### config.mk
export PLATFORM = sky130hd
export DESIGN_NAME = kf8237_transfer_sequencer
export DESIGN_NICKNAME = d
export VERILOG_FILES = /design/src/rtl/kf8237_transfer_sequencer_pkg.sv /design/src/rtl/kf8237_transfer_sequencer.sv
export SDC_FILE = /design/constraint.sdc
export NUM_CORES = 1
export LEC_CHECK = 0
export ABC_AREA = 1
export BUFFER_PORTS_ARGS = -buffer_cell sky130_fd_sc_hd__buf_2
export CORE_ASPECT_RATIO = 0.9
export CORE_MARGIN = 2
export CORE_UTILIZATION = 35
export CTS_CLUSTER_SIZE = 8
export DETAILED_ROUTE_END_ITERATION = 10
export PLACE_DENSITY = 0.55
export SETUP_SLACK_MARGIN = 0.3
export SYNTH_ARGS = -nofsm -noshare
export SYNTH_HDL_FRONTEND = slang
export SYNTH_SLANG_ARGS = --single-unit
### constraint.sdc
create_clock -name clock -period 2.2 [get_ports clock]
set_clock_uncertainty 0.2 [all_clocks]
set_input_delay 0.55 -clock clock [delete_from_list [all_inputs] [get_ports clock]]
set_output_delay 0.55 -clock clock [all_outputs]
set_load 0.1 [all_outputs]
### src/rtl/kf8237_transfer_sequencer_pkg.sv
// Shared types and helpers for the 8237 transfer sequencer.
package kf8237_transfer_sequencer_pkg;

  localparam int unsigned NUM_CH = 4;
  localparam int unsigned CH_W   = 2;

  // DMA bus-cycle states; SC is the cascade pass-through state
  typedef enum logic [2:0] {
    SI = 3'd0,
    S0 = 3'd1,
    S1 = 3'd2,
    S2 = 3'd3,
    S3 = 3'd4,
    S4 = 3'd5,
    SC = 3'd6
  } state_t;

  // Per-channel transfer mode field
  typedef enum logic [1:0] {
    DEMAND  = 2'b00,
    SINGLE  = 2'b01,
    BLOCK   = 2'b10,
    CASCADE = 2'b11
  } mode_t;

  // Per-channel transfer type field; ILLEGAL behaves as VERIFY
  typedef enum logic [1:0] {
    VERIFY  = 2'b00,
    WRITE   = 2'b01,
    READ    = 2'b10,
    ILLEGAL = 2'b11
  } xfer_t;

  // Active-low bus strobes
  typedef struct packed {
    logic memory_read_n;
    logic memory_write_n;
    logic io_read_n;
    logic io_write_n;
  } strobe_t;

  localparam strobe_t STROBES_IDLE = strobe_t'(4'b1111);

  // Index of the set bit of a one-hot channel vector (0 when empty)
  function automatic logic [CH_W-1:0] onehot_to_index(input logic [NUM_CH-1:0] v);
    logic [CH_W-1:0] idx;
    idx = '0;
    for (int i = 0; i < NUM_CH; i++) begin
      if (v[i]) idx = CH_W'(i);
    end
    return idx;
  endfunction

  // One-hot vector for a channel index
  function automatic logic [NUM_CH-1:0] index_to_onehot(input logic [CH_W-1:0] ch);
    logic [NUM_CH-1:0] v;
    v = '0;
    v[ch] = 1'b1;
    return v;
  endfunction

endpackage

### src/rtl/kf8237_transfer_sequencer.sv
// 8237 timing and control: HRQ/HLDA handshake, S0-S4 bus cycles, DACK/EOP/strobes.
module kf8237_transfer_sequencer
  import kf8237_transfer_sequencer_pkg::*;
(
  input  logic              clock,
  input  logic              reset,
  input  logic              cpu_clock_posedge,
  input  logic              cpu_clock_negedge,
  input  logic              master_clear,
  input  logic [NUM_CH-1:0] encoded_dma,
  input  logic [NUM_CH-1:0] dma_request_state,
  input  logic [7:0]        transfer_mode,
  input  logic [7:0]        transfer_type,
  input  logic              dack_sense_active_high,
  input  logic              terminal_count,
  input  logic              end_of_process_n,
  input  logic              ready,
  input  logic              hold_acknowledge,
  output logic              hold_request,
  output logic [NUM_CH-1:0] dma_acknowledge,
  output logic [NUM_CH-1:0] dma_acknowledge_internal,
  output logic              end_of_process_internal,
  output logic              end_of_process_n_out,
  output logic [CH_W-1:0]   dma_rotate,
  output logic [NUM_CH-1:0] edge_request,
  output logic              address_enable,
  output logic              next_word,
  output logic              memory_read_n,
  output logic              memory_write_n,
  output logic              io_read_n,
  output logic              io_write_n
);

  state_t            state;
  state_t            state_next;
  logic [CH_W-1:0]   active_ch;
  logic [CH_W-1:0]   active_ch_next;
  mode_t             cur_mode;
  xfer_t             cur_type;
  logic              eop_cond;

  strobe_t           strobe_q;
  strobe_t           strobe_d;
  logic              hrq_d;
  logic              aen_d;
  logic              next_word_d;
  logic              eop_int_d;
  logic              eop_n_d;
  logic [NUM_CH-1:0] dack_int_d;
  logic [NUM_CH-1:0] edge_d;
  logic [CH_W-1:0]   rotate_d;

  // Mode/type fields of the channel being serviced
  assign cur_mode = mode_t'(transfer_mode[{active_ch, 1'b0} +: 2]);
  assign cur_type = xfer_t'(transfer_type[{active_ch, 1'b0} +: 2]);
  assign eop_cond = terminal_count | ~end_of_process_n;

  // External DACK follows the live polarity input so it is correct even while in reset
  assign dma_acknowledge = dma_acknowledge_internal ^ {NUM_CH{~dack_sense_active_high}};

  assign memory_read_n  = strobe_q.memory_read_n;
  assign memory_write_n = strobe_q.memory_write_n;
  assign io_read_n      = strobe_q.io_read_n;
  assign io_write_n     = strobe_q.io_write_n;

  // State register and latched channel
  always_ff @(posedge clock or negedge reset) begin
    if (!reset) begin
      state     <= SI;
      active_ch <= '0;
    end else if (master_clear) begin
      state     <= SI;
      active_ch <= '0;
    end else begin
      state     <= state_next;
      active_ch <= active_ch_next;
    end
  end

  // Next-state logic; transitions only on DMA clock rising edges
  always_comb begin
    state_next     = state;
    active_ch_next = active_ch;
    if (cpu_clock_posedge) begin
      case (state)
        SI: begin
          if (encoded_dma != '0) begin
            state_next     = S0;
            active_ch_next = onehot_to_index(encoded_dma);
          end
        end
        S0: begin
          if (encoded_dma == '0)    state_next = SI;
          else if (hold_acknowledge) state_next = S1;
        end
        S1: state_next = (cur_mode == CASCADE) ? SC : S2;
        S2: state_next = S3;
        S3: if (ready) state_next = S4;
        S4: begin
          // EOP was captured into end_of_process_n_out at the S4 falling edge
          if (!end_of_process_n_out) begin
            state_next = SI;
          end else begin
            case (cur_mode)
              BLOCK:   state_next = S1;
              DEMAND:  state_next = dma_request_state[active_ch] ? S1 : SI;
              default: state_next = SI;
            endcase
          end
        end
        SC: if (!encoded_dma[active_ch]) state_next = SI;
        default: state_next = SI;
      endcase
    end
  end

  // Output decode: next values of every registered output
  always_comb begin
    hrq_d       = hold_request;
    aen_d       = address_enable;
    dack_int_d  = dma_acknowledge_internal;
    strobe_d    = strobe_q;
    rotate_d    = dma_rotate;
    eop_n_d     = end_of_process_n_out;
    next_word_d = 1'b0;
    eop_int_d   = 1'b0;
    // Single and block modes differ in their two mode bits
    edge_d      = {transfer_mode[7] ^ transfer_mode[6],
                   transfer_mode[5] ^ transfer_mode[4],
                   transfer_mode[3] ^ transfer_mode[2],
                   transfer_mode[1] ^ transfer_mode[0]};

    if (cpu_clock_posedge) begin
      hrq_d      = (state_next != SI);
      eop_n_d    = 1'b1;
      aen_d      = 1'b0;
      dack_int_d = '0;
      case (state_next)
        S1: begin
          if (cur_mode == CASCADE) dack_int_d = index_to_onehot(active_ch_next);
          else                     aen_d      = 1'b1;
        end
        S2, S3, S4: begin
          aen_d      = 1'b1;
          dack_int_d = index_to_onehot(active_ch_next);
        end
        SC:      dack_int_d = index_to_onehot(active_ch_next);
        default: ;
      endcase

      // Source strobe opens the transfer in S2, destination strobe follows in S3
      case (state_next)
        S2: begin
          if (state == S1) begin
            strobe_d.memory_read_n = (cur_type != READ);
            strobe_d.io_read_n     = (cur_type != WRITE);
          end
        end
        S3: begin
          if (state == S2) begin
            strobe_d.io_write_n     = (cur_type != READ);
            strobe_d.memory_write_n = (cur_type != WRITE);
          end
        end
        S4:      ;
        default: strobe_d = STROBES_IDLE;
      endcase

      // Terminating a transfer moves the rotate pointer to the serviced channel
      if ((state_next == SI) && ((state == S4) || (state == SC))) begin
        rotate_d = active_ch;
      end
    end

    // S4 falling edge: release strobes, advance the word, report EOP
    if (cpu_clock_negedge && (state == S4)) begin
      strobe_d    = STROBES_IDLE;
      next_word_d = 1'b1;
      eop_int_d   = eop_cond;
      eop_n_d     = ~eop_cond;
    end
  end

  // Output registers
  always_ff @(posedge clock or negedge reset) begin
    if (!reset) begin
      hold_request             <= 1'b0;
      address_enable           <= 1'b0;
      dma_acknowledge_internal <= '0;
      strobe_q                 <= STROBES_IDLE;
      dma_rotate               <= 2'b11;
      end_of_process_n_out     <= 1'b1;
      next_word                <= 1'b0;
      end_of_process_internal  <= 1'b0;
      edge_request             <= '0;
    end else if (master_clear) begin
      hold_request             <= 1'b0;
      address_enable           <= 1'b0;
      dma_acknowledge_internal <= '0;
      strobe_q                 <= STROBES_IDLE;
      dma_rotate               <= 2'b11;
      end_of_process_n_out     <= 1'b1;
      next_word                <= 1'b0;
      end_of_process_internal  <= 1'b0;
      edge_request             <= edge_d;
    end else begin
      hold_request             <= hrq_d;
      address_enable           <= aen_d;
      dma_acknowledge_internal <= dack_int_d;
      strobe_q                 <= strobe_d;
      dma_rotate               <= rotate_d;
      end_of_process_n_out     <= eop_n_d;
      next_word                <= next_word_d;
      end_of_process_internal  <= eop_int_d;
      edge_request             <= edge_d;
    end
  end

endmodule

* Word-level counts from Yosys, hierarchy flattened *
Index checks and enable logic that the tools add are counted.

storage, ports and cells
  input port bits = 34
  memories kept = 0
  bits in latches = 0
  bits in writable memories = 0
  word-level logic and storage cells = 123
  output and inout port bits = 23
  register bits = 24
  ROM bits = 0

cells by class
  multiply operators = 0
  mux-type cells = 56
  $lt $le $gt $ge = 3
  reduce and logical (&&, ||, !) cells = 20
  shift operators = 2
  eq/ne operators = 19
  $add $sub $neg = 0
  divide/modulo/power cells = 0
  bitwise gates (word level) = 9

operators by type and width
  kind                                                                           count
  3-bit two-way mux                                                              8
  4-bit two-way mux                                                              6
  2-bit two-way mux                                                              11
  3-bit case mux with 7 select lines                                             1
  1-bit two-way mux                                                              20
  3-bit equality test (second input constant)                                    6
  8-bit by 4-bit variable part select with 2-bit output                          2
  3-bit by 2-bit equality test with 1-bit output (second input constant)         4
  1-bit case mux with 2 select lines                                             5
  4-bit inequality test (second input constant)                                  2
  4-bit case mux with 2 select lines                                             1
  3-bit zero test                                                                2
  2-bit by 3-bit less-than comparator with 1-bit output (second input constant)  2
  3-bit by 1-bit inequality test with 1-bit output (second input constant)       2
  3-bit AND reduction                                                            2
  3-bit nonzero test                                                             2
  1-bit binary-select mux with 2-bit select                                      2
  2-bit equality test (second input constant)                                    2
  4-bit zero test                                                                1
  2-bit case mux with 2 select lines                                             1
  2-bit nonzero test                                                             2
  4-bit nonzero test                                                             1
  2-bit OR reduction                                                             2
  4-bit OR reduction                                                             1
  14 further kinds                                                               21

* Longest topological paths before layout *
Gate-level depths: netlist of the first run.

  depth in word-level cells = 14
  mapped depth = 16
  depth with buffers taken out = 16

* Least setup slack after synthesis of the first run *
Ideal clock, no wire load.

  kind = register to output
  start point = reg dma_acknowledge_internal[0]
  end point = out dma_acknowledge[0]
  path buffers = 0
  arrival = 2.477 ns
  data required time = 1.450 ns
  setup slack = -1.027 ns
  cell stages (with the launch flop) = 2
  path through = dfrtp_1 xnor2_1

on the way
  longest elaborated chain between the ends = 1

RTL lines
  what                    line                              text
  start, declared         kf8237_transfer_sequencer.sv:21   output logic [NUM_CH-1:0] dma_acknowledge_internal,
  start signal, assigned  kf8237_transfer_sequencer.sv:209  dma_acknowledge_internal <= dack_int_d;
  4-bit XOR               kf8237_transfer_sequencer.sv:59   assign dma_acknowledge = dma_acknowledge_internal ^ {NUM_CH{~dack_sense_active_high}};
  end, declared           kf8237_transfer_sequencer.sv:20   output logic [NUM_CH-1:0] dma_acknowledge,

Every way passes these cells.

* Worst setup path in the final report of the first run *
  start point = reg state[2]
  end point = reg dma_acknowledge_internal[0]

on the way
  longest elaborated chain between the ends = 11
  elaborated cells between the ends (all ways) = 31
  those cells by class = 2 x order compare; 11 x eq/ne; 15 x mux; 3 x reduce/logical

RTL lines
  what                                                                                                                                                                line                                 text
  start, declared                                                                                                                                                     kf8237_transfer_sequencer.sv:34      state_t state;
  start signal, assigned                                                                                                                                              kf8237_transfer_sequencer.sv:75      state <= state_next;
  3-bit zero test                                                                                                                                                     kf8237_transfer_sequencer.sv:85      case (state)
  2-bit two-way mux                                                                                                                                                   kf8237_transfer_sequencer.sv:85
  2-bit two-way mux                                                                                                                                                   kf8237_transfer_sequencer.sv:84      if (cpu_clock_posedge) begin
  2-bit by 3-bit less-than comparator with 1-bit output (not written as such) / 2-bit by 1-bit greater-or-equal comparator with 1-bit output (equally long branches)  kf8237_transfer_sequencer_pkg.sv:58  v[ch] = 1'b1;
  1-bit logical AND (not written as such)                                                                                                                             kf8237_transfer_sequencer_pkg.sv:58
  1-bit two-way mux (not written as such)                                                                                                                             kf8237_transfer_sequencer_pkg.sv:58
  1-bit demux with 2-bit select                                                                                                                                       kf8237_transfer_sequencer_pkg.sv:58
  4-bit two-way mux                                                                                                                                                   kf8237_transfer_sequencer.sv:140     if (cur_mode == CASCADE) dack_int_d = index_to_onehot(active_ch_next);
  4-bit case mux with 2 select lines *                                                                                                                                kf8237_transfer_sequencer.sv:138     case (state_next)
  4-bit two-way mux *                                                                                                                                                 kf8237_transfer_sequencer.sv:133     if (cpu_clock_posedge) begin
  4-bit two-way mux *                                                                                                                                                 kf8237_transfer_sequencer.sv:196     end else if (master_clear) begin

Every way passes the cells marked *; elsewhere a longest branch is shown, timed or not. The select of a mux whose other input is x is not followed.
A chain may end at the register's enable or synchronous reset.

==> results.json, run 1 <==
{
  "status": "finished clean",
  "final_common_cell": "nand2_1",
  "min_period_over_period": 0.909,
  "n_antenna_cell": 0,
  "synth_warnings": 0,
  "fin_setup_tns_ns": 0,
  "ys_ff_latch": 24,
  "endpoint_kind": "flip-flop",
  "drive_gt1_frac": 0.537,
  "grt_pass1_wl_um": 7710,
  "grt_max_degree": 25,
  "finish.instance_area_sq_um": 2610,
  "wl_um": 4630,
  "antenna_found_initial": 0,
  "remaining_drc_errors": 0,
  "dpl.hpwl_um": 3330,
  "grt_overflow_total": 0,
  "cts_tree": "built",
  "cts_hold_buf": 0,
  "hp-class": "input pin to asynchronous set/reset pin",
  "first_pass_iters": 4,
  "rows": 23,
  "peakVddDrop_mv": 0.296,
  "leakage_nw": 1.30,
  "arrival_ns": 2.01,
  "cts_buffer_depth": 2,
  "gp_congestion": 0.821,
  "synthCells": 226,
  "dieArea_sq_um": 5360,
  "pin_count": 57,
  "post-place-ws_ns": 0.0463,
  "fillers": 449,
  "coreArea_sq_um": 4550,
  "synth_cell_type_count": 32,
  "grt_pass1_vias": 1656,
  "rsz0062_at_grt": "yes",
  "hold_viol": 0,
  "max_clock_freq_ghz": 0.500,
  "avgSynthCellArea_sq_um": 7.42,
  "die_x_um": 77.0,
  "max-cap-violations": 0,
  "seq_area_sq_um": 634,
  "clk_latency_ns": 0.27,
  "syn_area_sq_um": 1680,
  "gr-usage-all-layers": 0.176,
  "wire_per_inst_um": 12.8,
  "cts_max_level": 1,
  "hold_slack_ns": 0.0576,
  "mostFrequentLayoutCells": "nand2_1, buf_2, buf_4",
  "crit_fanout": 6,
  "relSlewSlack": 0.619,
  "multi_input_area_sq_um": 1160,
  "setup_viol": 0,
  "maxSlewViolCount": 0,
  "p_total_mw": 1.61,
  "cellPowerDensity_nw_per_um2": 615,
  "start_kind": "flip-flop",
  "timing.final.ws_setup_ns": 0.201,
  "criticalPathCategory": "flip-flop to flip-flop",
  "io_buffer_count": 56,
  "syn_nets": 260,
  "place_area_sq_um": 2190,
  "cts_made_buffers": 3,
  "cts_sinks": 24,
  "antenna_left": 0,
  "drtIter0Drc": 53,
  "area_delta_synth_final_pct": 55.8,
  "root_buffer": "clkbuf_8",
  "start_util": 0.369,
  "clkTransAtPathRegs_ns": 0.10,
  "worst_pin_slew_ns": 0.571,
  "required_ns": 2.22,
  "vias_per_cell": 4.78,
  "die_y_um": 69.7,
  "vias": 1731,
  "final_net_count": 335,
  "period_minus_slack_ns": 2.00,
  "seq_area_frac_synth": 0.363
}
## layout make-up
| class | count | area share |
|---|---|---|
| clock inverter | 1 | 0.0115 |
| tap | 62 | 0.0297 |
| timing repair buffer | 75 | 0.208 |
| clock buffer | 3 | 0.0158 |
| multi-input combinational | 168 | 0.446 |
| sequential | 24 | 0.243 |
| inverter | 29 | 0.0464 |
## critical path: stages (launching register included)
cell     delay (ns)
dfrtp_2        0.50
inv_4          0.13
nor3_4         0.05
buf_4          0.14
a21oi_2        0.16
nand2_4        0.09
a21oi_4        0.18
nand2_4        0.09
o21ai_4        0.17
nand4_1        0.13
nand2_1        0.09
## cell usage after synthesis, drive strengths merged
master / count / share of area
dfstp: 7 / 0.11
xnor2: 4 / 0.021
a32o: 2 / 0.012
nand4: 10 / 0.037
nor2: 22 / 0.055
o21ai: 6 / 0.020
nand3b: 1 / 0.0067
a21oi: 6 / 0.027
inv: 29 / 0.065
nand3: 19 / 0.078
nand2: 80 / 0.21
o31ai: 3 / 0.013
xor2: 4 / 0.021
clkbuf: 1 / 0.0022
nor3: 5 / 0.024
o21a: 2 / 0.0089
a31oi: 4 / 0.015
buf: 4 / 0.021
dfrtp: 17 / 0.25
## where the power goes
group | total (mW) | switching [mW] | internal (mW)
clock | 0.402 | 0.159 | 0.244
combinational | 0.694 | 0.471 | 0.223
sequential | 0.511 | 0.0310 | 0.479
total | 1.61 | 0.661 | 0.946
## stage by stage
| step | util | instances |
|---|---|---|
| 2_1_floorplan | - | 226 |
| 5_1_grt | 0.575 | 362 |
| 3_5_place_dp | 0.482 | 343 |
| 3_3_place_gp | 0.482 | 343 |
| 6_report | 0.575 | 362 |
| 4_1_cts | 0.563 | 360 |
## worst paths after layout
check | to | startpoint | slack [ns] | cells after the start
max | dma_acknowledge_internal[0] | state[2] | 0.20 | 10
min | edge_request[0] | reset | 0.06 | 1
max reg2reg | dma_acknowledge_internal[0] | state[2] | 0.20 | 10
min reg2reg | memory_write_n | memory_write_n | 0.26 | 2
max in group asynchronous | dma_acknowledge_internal[1] | reset | 1.31 | 1
min in group clock | edge_request[2] | transfer_mode[5] | 0.26 | 2
## what timing repair did
item / 4_1_cts / 5_1_grt
setup endpoints to repair: 25 / 17
resized for setup: 58 / 12
gates cloned: 1 / 0
endpoints found under the hold margin: 0 / 0
buffers inserted: 12 / 2
pin swaps: 32 / 6
## flip-flops by register name, indices dropped and copies added (netlist names), 2 cells and up
signal,flops
dma_rotate,2
state,3
edge_request,4
active_ch,2
dma_acknowledge_internal,4
## logic make-up (layout without fill, tap and decap cells)
logic type / Yosys count / in the layout / share of synthesized area
AOI/OAI and AO/OA: 23 / 23 / 0.0962
and+or+nand+nor: 137 / 137 / 0.411
buffers and inverters: 34 / 108 / 0.0880
DFF: 24 / 24 / 0.363
xor gates and xnor gates: 8 / 8 / 0.0418
## routing by layer
metal,vias up,part of all wire,GRT usage
met2,32,0.46,0.276
met4,0,0.0045,0.0238
met3,2,0.040,0.0339
met1,813,0.50,0.257
met5,-,0,0
li1,884,-,-
(Power assumes the default switching activity.)
==> run 2: changes to the inputs <==
--- a/config.mk
+++ b/config.mk
@@ -13,7 +13,6 @@
 export CTS_CLUSTER_SIZE = 8
 export DETAILED_ROUTE_END_ITERATION = 10
 export PLACE_DENSITY = 0.55
-export SETUP_SLACK_MARGIN = 0.3
 export SYNTH_ARGS = -nofsm -noshare
 export SYNTH_HDL_FRONTEND = slang
 export SYNTH_SLANG_ARGS = --single-unit
==> run 2 against run 1 <==
Compared with the run above:
- cell area down 12%
- final cell count down 3.6%
- global-route usage down 0.79 points
- worst hold slack worse by 0.00077 ns
- non-clock buffer count down 13
- critical path type unchanged
- register-to-register slack worse by 0.02 ns
==> results.json, run 2 (synthesis results as in run 1) <==
{
  "placed_cells": 344,
  "grt_overflow_total": 0,
  "die_y_um": 69.7,
  "period_minus_slack_ns": 2.02,
  "antenna_left": 0,
  "maxSlewViolCount": 0,
  "final_common_cell": "nand2_1",
  "vias": 1647,
  "seqPwrFrac": 0.340,
  "worst_pin_slew_ns": 0.560,
  "switching_share": 0.403,
  "intPower_mw": 0.885,
  "crit_fanout": 7,
  "wire_per_inst_um": 12.0,
  "drtIter0Drc": 66,
  "final_cells": 349,
  "io_buffer_count": 56,
  "place_area_sq_um": 2170,
  "start_kind": "flip-flop",
  "fillers": 477,
  "crit_chain": "buf_4, o21ai_1, nand2_1, nand2_2, nand3_1, nand2_2, nand2_2, nand2_4, nand4_1, nand3_2, nand2_1, nand2_1",
  "cts_max_level": 1,
  "first_pass_iters": 4,
  "cp_slowest_stage_delay_ns": 0.44,
  "setup_viol": 0,
  "pin_count": 57,
  "mostFrequentLayoutCells": "nand2_1, buf_2, inv_1",
  "gp_congestion": 0.757,
  "relSlewSlack": 0.627,
  "slowest_stage": "dfrtp_1",
  "cts_sinks": 24,
  "cts_made_buffers": 3,
  "start_util": 0.369,
  "coreArea_sq_um": 4550,
  "rows": 23,
  "hold_viol": 0,
  "required_ns": 2.21,
  "clkTransAtPathRegs_ns": 0.09,
  "die_x_um": 77.0,
  "rsz0062_at_grt": "no",
  "final_net_count": 322,
  "fin_setup_tns_ns": 0,
  "hp-class": "input pin to asynchronous set/reset pin",
  "post-place-ws_ns": 0.0712,
  "status": "finished clean",
  "combPwrFrac": 0.399,
  "dieArea_sq_um": 5360,
  "grt_max_degree": 25,
  "grt_pass1_wl_um": 7350,
  "min_period_over_period": 0.918,
  "dpl.hpwl_um": 3380,
  "clk_latency_ns": 0.27,
  "timing.final.ws_setup_ns": 0.180,
  "n_antenna_cell": 0,
  "peakVddDrop_mv": 0.422,
  "clkPwrFrac": 0.262,
  "p_sw_mw": 0.599,
  "criticalPathCategory": "flip-flop to flip-flop",
  "remaining_drc_errors": 0,
  "gr-usage-all-layers": 0.168,
  "grt_pass1_vias": 1559,
  "area_delta_synth_final_pct": 36.4,
  "finish.instance_area_sq_um": 2290,
  "endpoint_kind": "flip-flop",
  "wl_um": 4200,
  "antenna_found_initial": 0,
  "leakage_nw": 1.19,
  "max-cap-violations": 0,
  "reg_top3": "dma_acknowledge_internal (4), edge_request (4), state (3)",
  "max_clock_freq_ghz": 0.495,
  "cts_tree": "built",
  "vias_per_cell": 4.72,
  "arrival_ns": 2.03,
  "root_buffer": "clkbuf_8",
  "cellPowerDensity_nw_per_um2": 648,
  "drive_gt1_frac": 0.432,
  "cts_buffer_depth": 2
}
run 2: cell types whose count changed in the layout (fill, tap and decap cells not counted), moves of 3 or more:
cell,previous run,this run
buf_4,26,6
buf_2,40,52
nand2_1,56,65
dfrtp_4,4,0
nand2_4,7,3
buf_6,3,0
inv_1,19,22
nand2_2,15,12
nor2_1,17,20
run 2: final cells by class:
class / count / area [sq um] / area share
Clock buffer: 3 / 41.3 / 0.0180
Clock inverter: 1 / 30.0 / 0.0131
Timing Repair Buffer: 62 / 385 / 0.168
Inverter: 29 / 111 / 0.0487
Sequential cell: 24 / 618 / 0.270
Tap cell: 62 / 77.6 / 0.0339
Multi-Input combinational cell: 168 / 1020 / 0.448
run 2: path summary, 6_finish.rpt:
check / from / end / slack (ns) / cells after the start
worst max register to register: active_ch[0] / memory_write_n / 0.18 / 12
worst min register to register: dma_rotate[1] / dma_rotate[1] / 0.26 / 2
min in group clock: dma_rotate[1] / dma_rotate[1] / 0.26 / 2
worst min-delay path: reset / edge_request[0] / 0.06 / 1
worst max-delay path: active_ch[0] / memory_write_n / 0.18 / 12
max in group asynchronous: reset / state[1] / 1.33 / 1
run 2: stage by stage:
stage	power, mW	util	hold WS (ns)
6_report	1.48	0.503	0.0568
3_5_place_dp	1.09	0.478	0.253
5_1_grt	1.57	0.503	0.0920
3_3_place_gp	1.09	0.478	0.251
4_1_cts	1.49	0.494	0.0693
2_1_floorplan	0.951	-	0.0544
run 2: layer usage:
metal  track usage  part of all wire
met5             0                 0
met4        0.0357            0.0057
met3        0.0352             0.050
met2         0.261              0.45
met1         0.240              0.50
run 2: critical path: cells and delay by family (launching register included):
family / cells / cell delay [ns]
buffers and inverters: 1 / 0.18
AO/OA/AOI/OAI: 1 / 0.12
AND/OR/NAND/NOR: 10 / 1.01
flip-flops: 1 / 0.44
run 2: power groups by stage:
| stage | combinational, mW | clock [mW] | sequential [mW] |
|---|---|---|---|
| 2_1_floorplan | 0.274 | 0 | 0.677 |
| 3_3_place_gp | 0.581 | 0 | 0.509 |
| 3_5_place_dp | 0.583 | 0 | 0.510 |
| 4_1_cts | 0.585 | 0.401 | 0.502 |
| 5_1_grt | 0.640 | 0.421 | 0.509 |
| 6_report | 0.592 | 0.388 | 0.504 |
run 2: what timing repair did:
action / in CTS / in global routing
setup buffers: 0 / 1
setup endpoints to repair: 0 / 8
hold buffers: 0 / 0
gates resized for setup: 0 / 10
hold endpoints to repair: 0 / 0
==> run 3: changes to the inputs <==
--- a/config.mk
+++ b/config.mk
@@ -13,6 +13,7 @@
 export CTS_CLUSTER_SIZE = 8
 export DETAILED_ROUTE_END_ITERATION = 10
 export PLACE_DENSITY = 0.55
+export REMOVE_ABC_BUFFERS = 1
 export SYNTH_ARGS = -nofsm -noshare
 export SYNTH_HDL_FRONTEND = slang
 export SYNTH_SLANG_ARGS = --single-unit
==> run 3 against run 2 <==
Compared with the run above:
- cell area decreased by 6.2%
- clock power decreased by 21%
- sequential power about the same
- die area unchanged
- setup slack improved by 0.044 ns
- total power decreased by 7.5%
- first-iteration DRC count increased by 1.5%
- critical endpoint unchanged
==> results.json, run 3 (synthesis results as in run 1) <==
{
  "cts_max_level": 1,
  "crit_end": "memory_write_n",
  "endpoint_kind": "flip-flop",
  "slowest_stage": "dfrtp_1",
  "grt_max_degree": 25,
  "leakage_nw": 1.14,
  "clkTransAtPathRegs_ns": 0.09,
  "maxSlewViolCount": 0,
  "wire_per_inst_um": 11.9,
  "first_pass_iters": 4,
  "cp_slowest_stage_delay_ns": 0.41,
  "final_net_count": 320,
  "area_delta_synth_final_pct": 27.9,
  "rsz0062_at_grt": "yes",
  "hold_slack_ns": 0.0505,
  "coreArea_sq_um": 4550,
  "grt_pass1_wl_um": 7350,
  "crit_path_start": "active_ch[0]",
  "grt_overflow_total": 0,
  "worst-path-stages": 15,
  "root_buffer": "clkbuf_8",
  "reg2regPathDepth": 15,
  "final_common_cell": "nand2_1",
  "cts_tree": "built",
  "worst_pin_slew_ns": 0.547,
  "start_util": 0.369,
  "criticalPathCategory": "flip-flop to flip-flop",
  "crit_fanout": 12,
  "timing.rr.end": "memory_write_n",
  "peakVddDrop_mv": 0.348,
  "relSlewSlack": 0.635,
  "cts_sinks": 24,
  "antenna_found_initial": 0,
  "required_ns": 2.21,
  "mostFrequentLayoutCells": "nand2_1, buf_2, inv_1",
  "vias": 1624,
  "setup_viol": 0,
  "gr-usage-all-layers": 0.168,
  "die_y_um": 69.7,
  "post_cts_buffers": 0,
  "r2r_start": "active_ch[0]",
  "fillers": 505,
  "die_x_um": 77.0,
  "gp_congestion": 0.875,
  "arrival_ns": 1.99,
  "hp-class": "input pin to asynchronous set/reset pin",
  "period_minus_slack_ns": 1.98,
  "start_kind": "flip-flop",
  "io_buffer_count": 56,
  "wl_um": 4140,
  "rows": 23,
  "cts_hold_buf": 0,
  "drtIter0Drc": 67,
  "crit_buf_inv": 2,
  "n_antenna_cell": 0,
  "clk_latency_ns": 0.27,
  "drive_gt1_frac": 0.393,
  "crit_family": "simple AND/OR/NAND/NOR gates",
  "vias_per_cell": 4.68,
  "hold_viol": 0,
  "cts_made_buffers": 3,
  "antenna_left": 0,
  "cts_buffer_depth": 2,
  "status": "finished clean",
  "crit_chain": "inv_2, nand2_1, nand3_1, nand2_1, inv_1, nand3_1, nand2_2, nand2_2, nand2_4, nand2_2, nand2_2, nand3_2, nand3_2, nand2_1, nand2_1",
  "p_total_mw": 1.37,
  "max-cap-violations": 0,
  "pin_count": 57,
  "cellPowerDensity_nw_per_um2": 639,
  "dieArea_sq_um": 5360,
  "dpl.hpwl_um": 3330,
  "rrSetupSlack_ns": 0.22,
  "max_clock_freq_ghz": 0.506,
  "grt_pass1_vias": 1575,
  "reg_top3": "dma_acknowledge_internal (4), edge_request (4), state (3)",
  "min_period_over_period": 0.898,
  "remaining_drc_errors": 0
}
-- run 3: cell types whose count changed in the layout (fill, tap and decap cells not counted), moves of 2 or more --
| cell | delta |
|---|---|
| buf_4 | -2 |
| dfrtp_1 | +4 |
| dfrtp_2 | -4 |
| nor3_4 | -2 |
| xnor2_1 | +4 |
| xnor2_4 | -4 |
-- run 3: metal layers --
metal | up-vias | GRT usage | share of wire
met5 | - | 0 | 0
met2 | 35 | 0.268 | 0.45
met3 | 5 | 0.0260 | 0.041
li1 | 853 | - | -
met4 | 0 | 0.0516 | 0.013
met1 | 731 | 0.236 | 0.50
-- run 3: stage by stage --
step	util	worst slack [ns]	area [sq um]	setup TNS, ns	std cells
after floorplan	-	-1.03	1640	-4.11	221
after global placement	0.459	0.0367	2090	0	343
after detailed placement	0.459	0.0334	2090	0	343
after CTS	0.471	0.145	2140	0	347
after global routing	0.472	-0.00403	2150	-0.00498	347
final	0.472	0.224	2150	0	347
-- run 3: layout make-up --
cell class,instances,area (sq um),area share
multi-input cells,168,921,0.429
well taps,62,77.6,0.0362
clock buffers,4,55.1,0.0257
inverters,29,109,0.0507
flip-flops and latches,24,613,0.286
repair buffers,60,370,0.173
-- run 3: worst min path at each step --
stage                            to  slack (ns)  cells after the start
finish              edge_request[2]        0.05                      1
global route        edge_request[2]        0.09                      1
CTS                 edge_request[2]        0.09                      1
detailed placement    dma_rotate[0]        0.25                      2
global placement      dma_rotate[0]        0.25                      2
floorplan              active_ch[0]        0.05                      0
-- run 3: where the power goes --
group / switching, mW / leakage [nW] / internal (mW) / total (mW)
sequential: 0.0236 / 0.293 / 0.478 / 0.501
clock: 0.145 / 0.0288 / 0.160 / 0.305
combinational: 0.417 / 0.818 / 0.148 / 0.566
-- run 3: repair_timing --
| item | in CTS | in global routing |
|---|---|---|
| hold endpoints to repair | 0 | 0 |
| endpoints found under the setup margin | 0 | 10 |
| gates resized for setup | 0 | 3 |
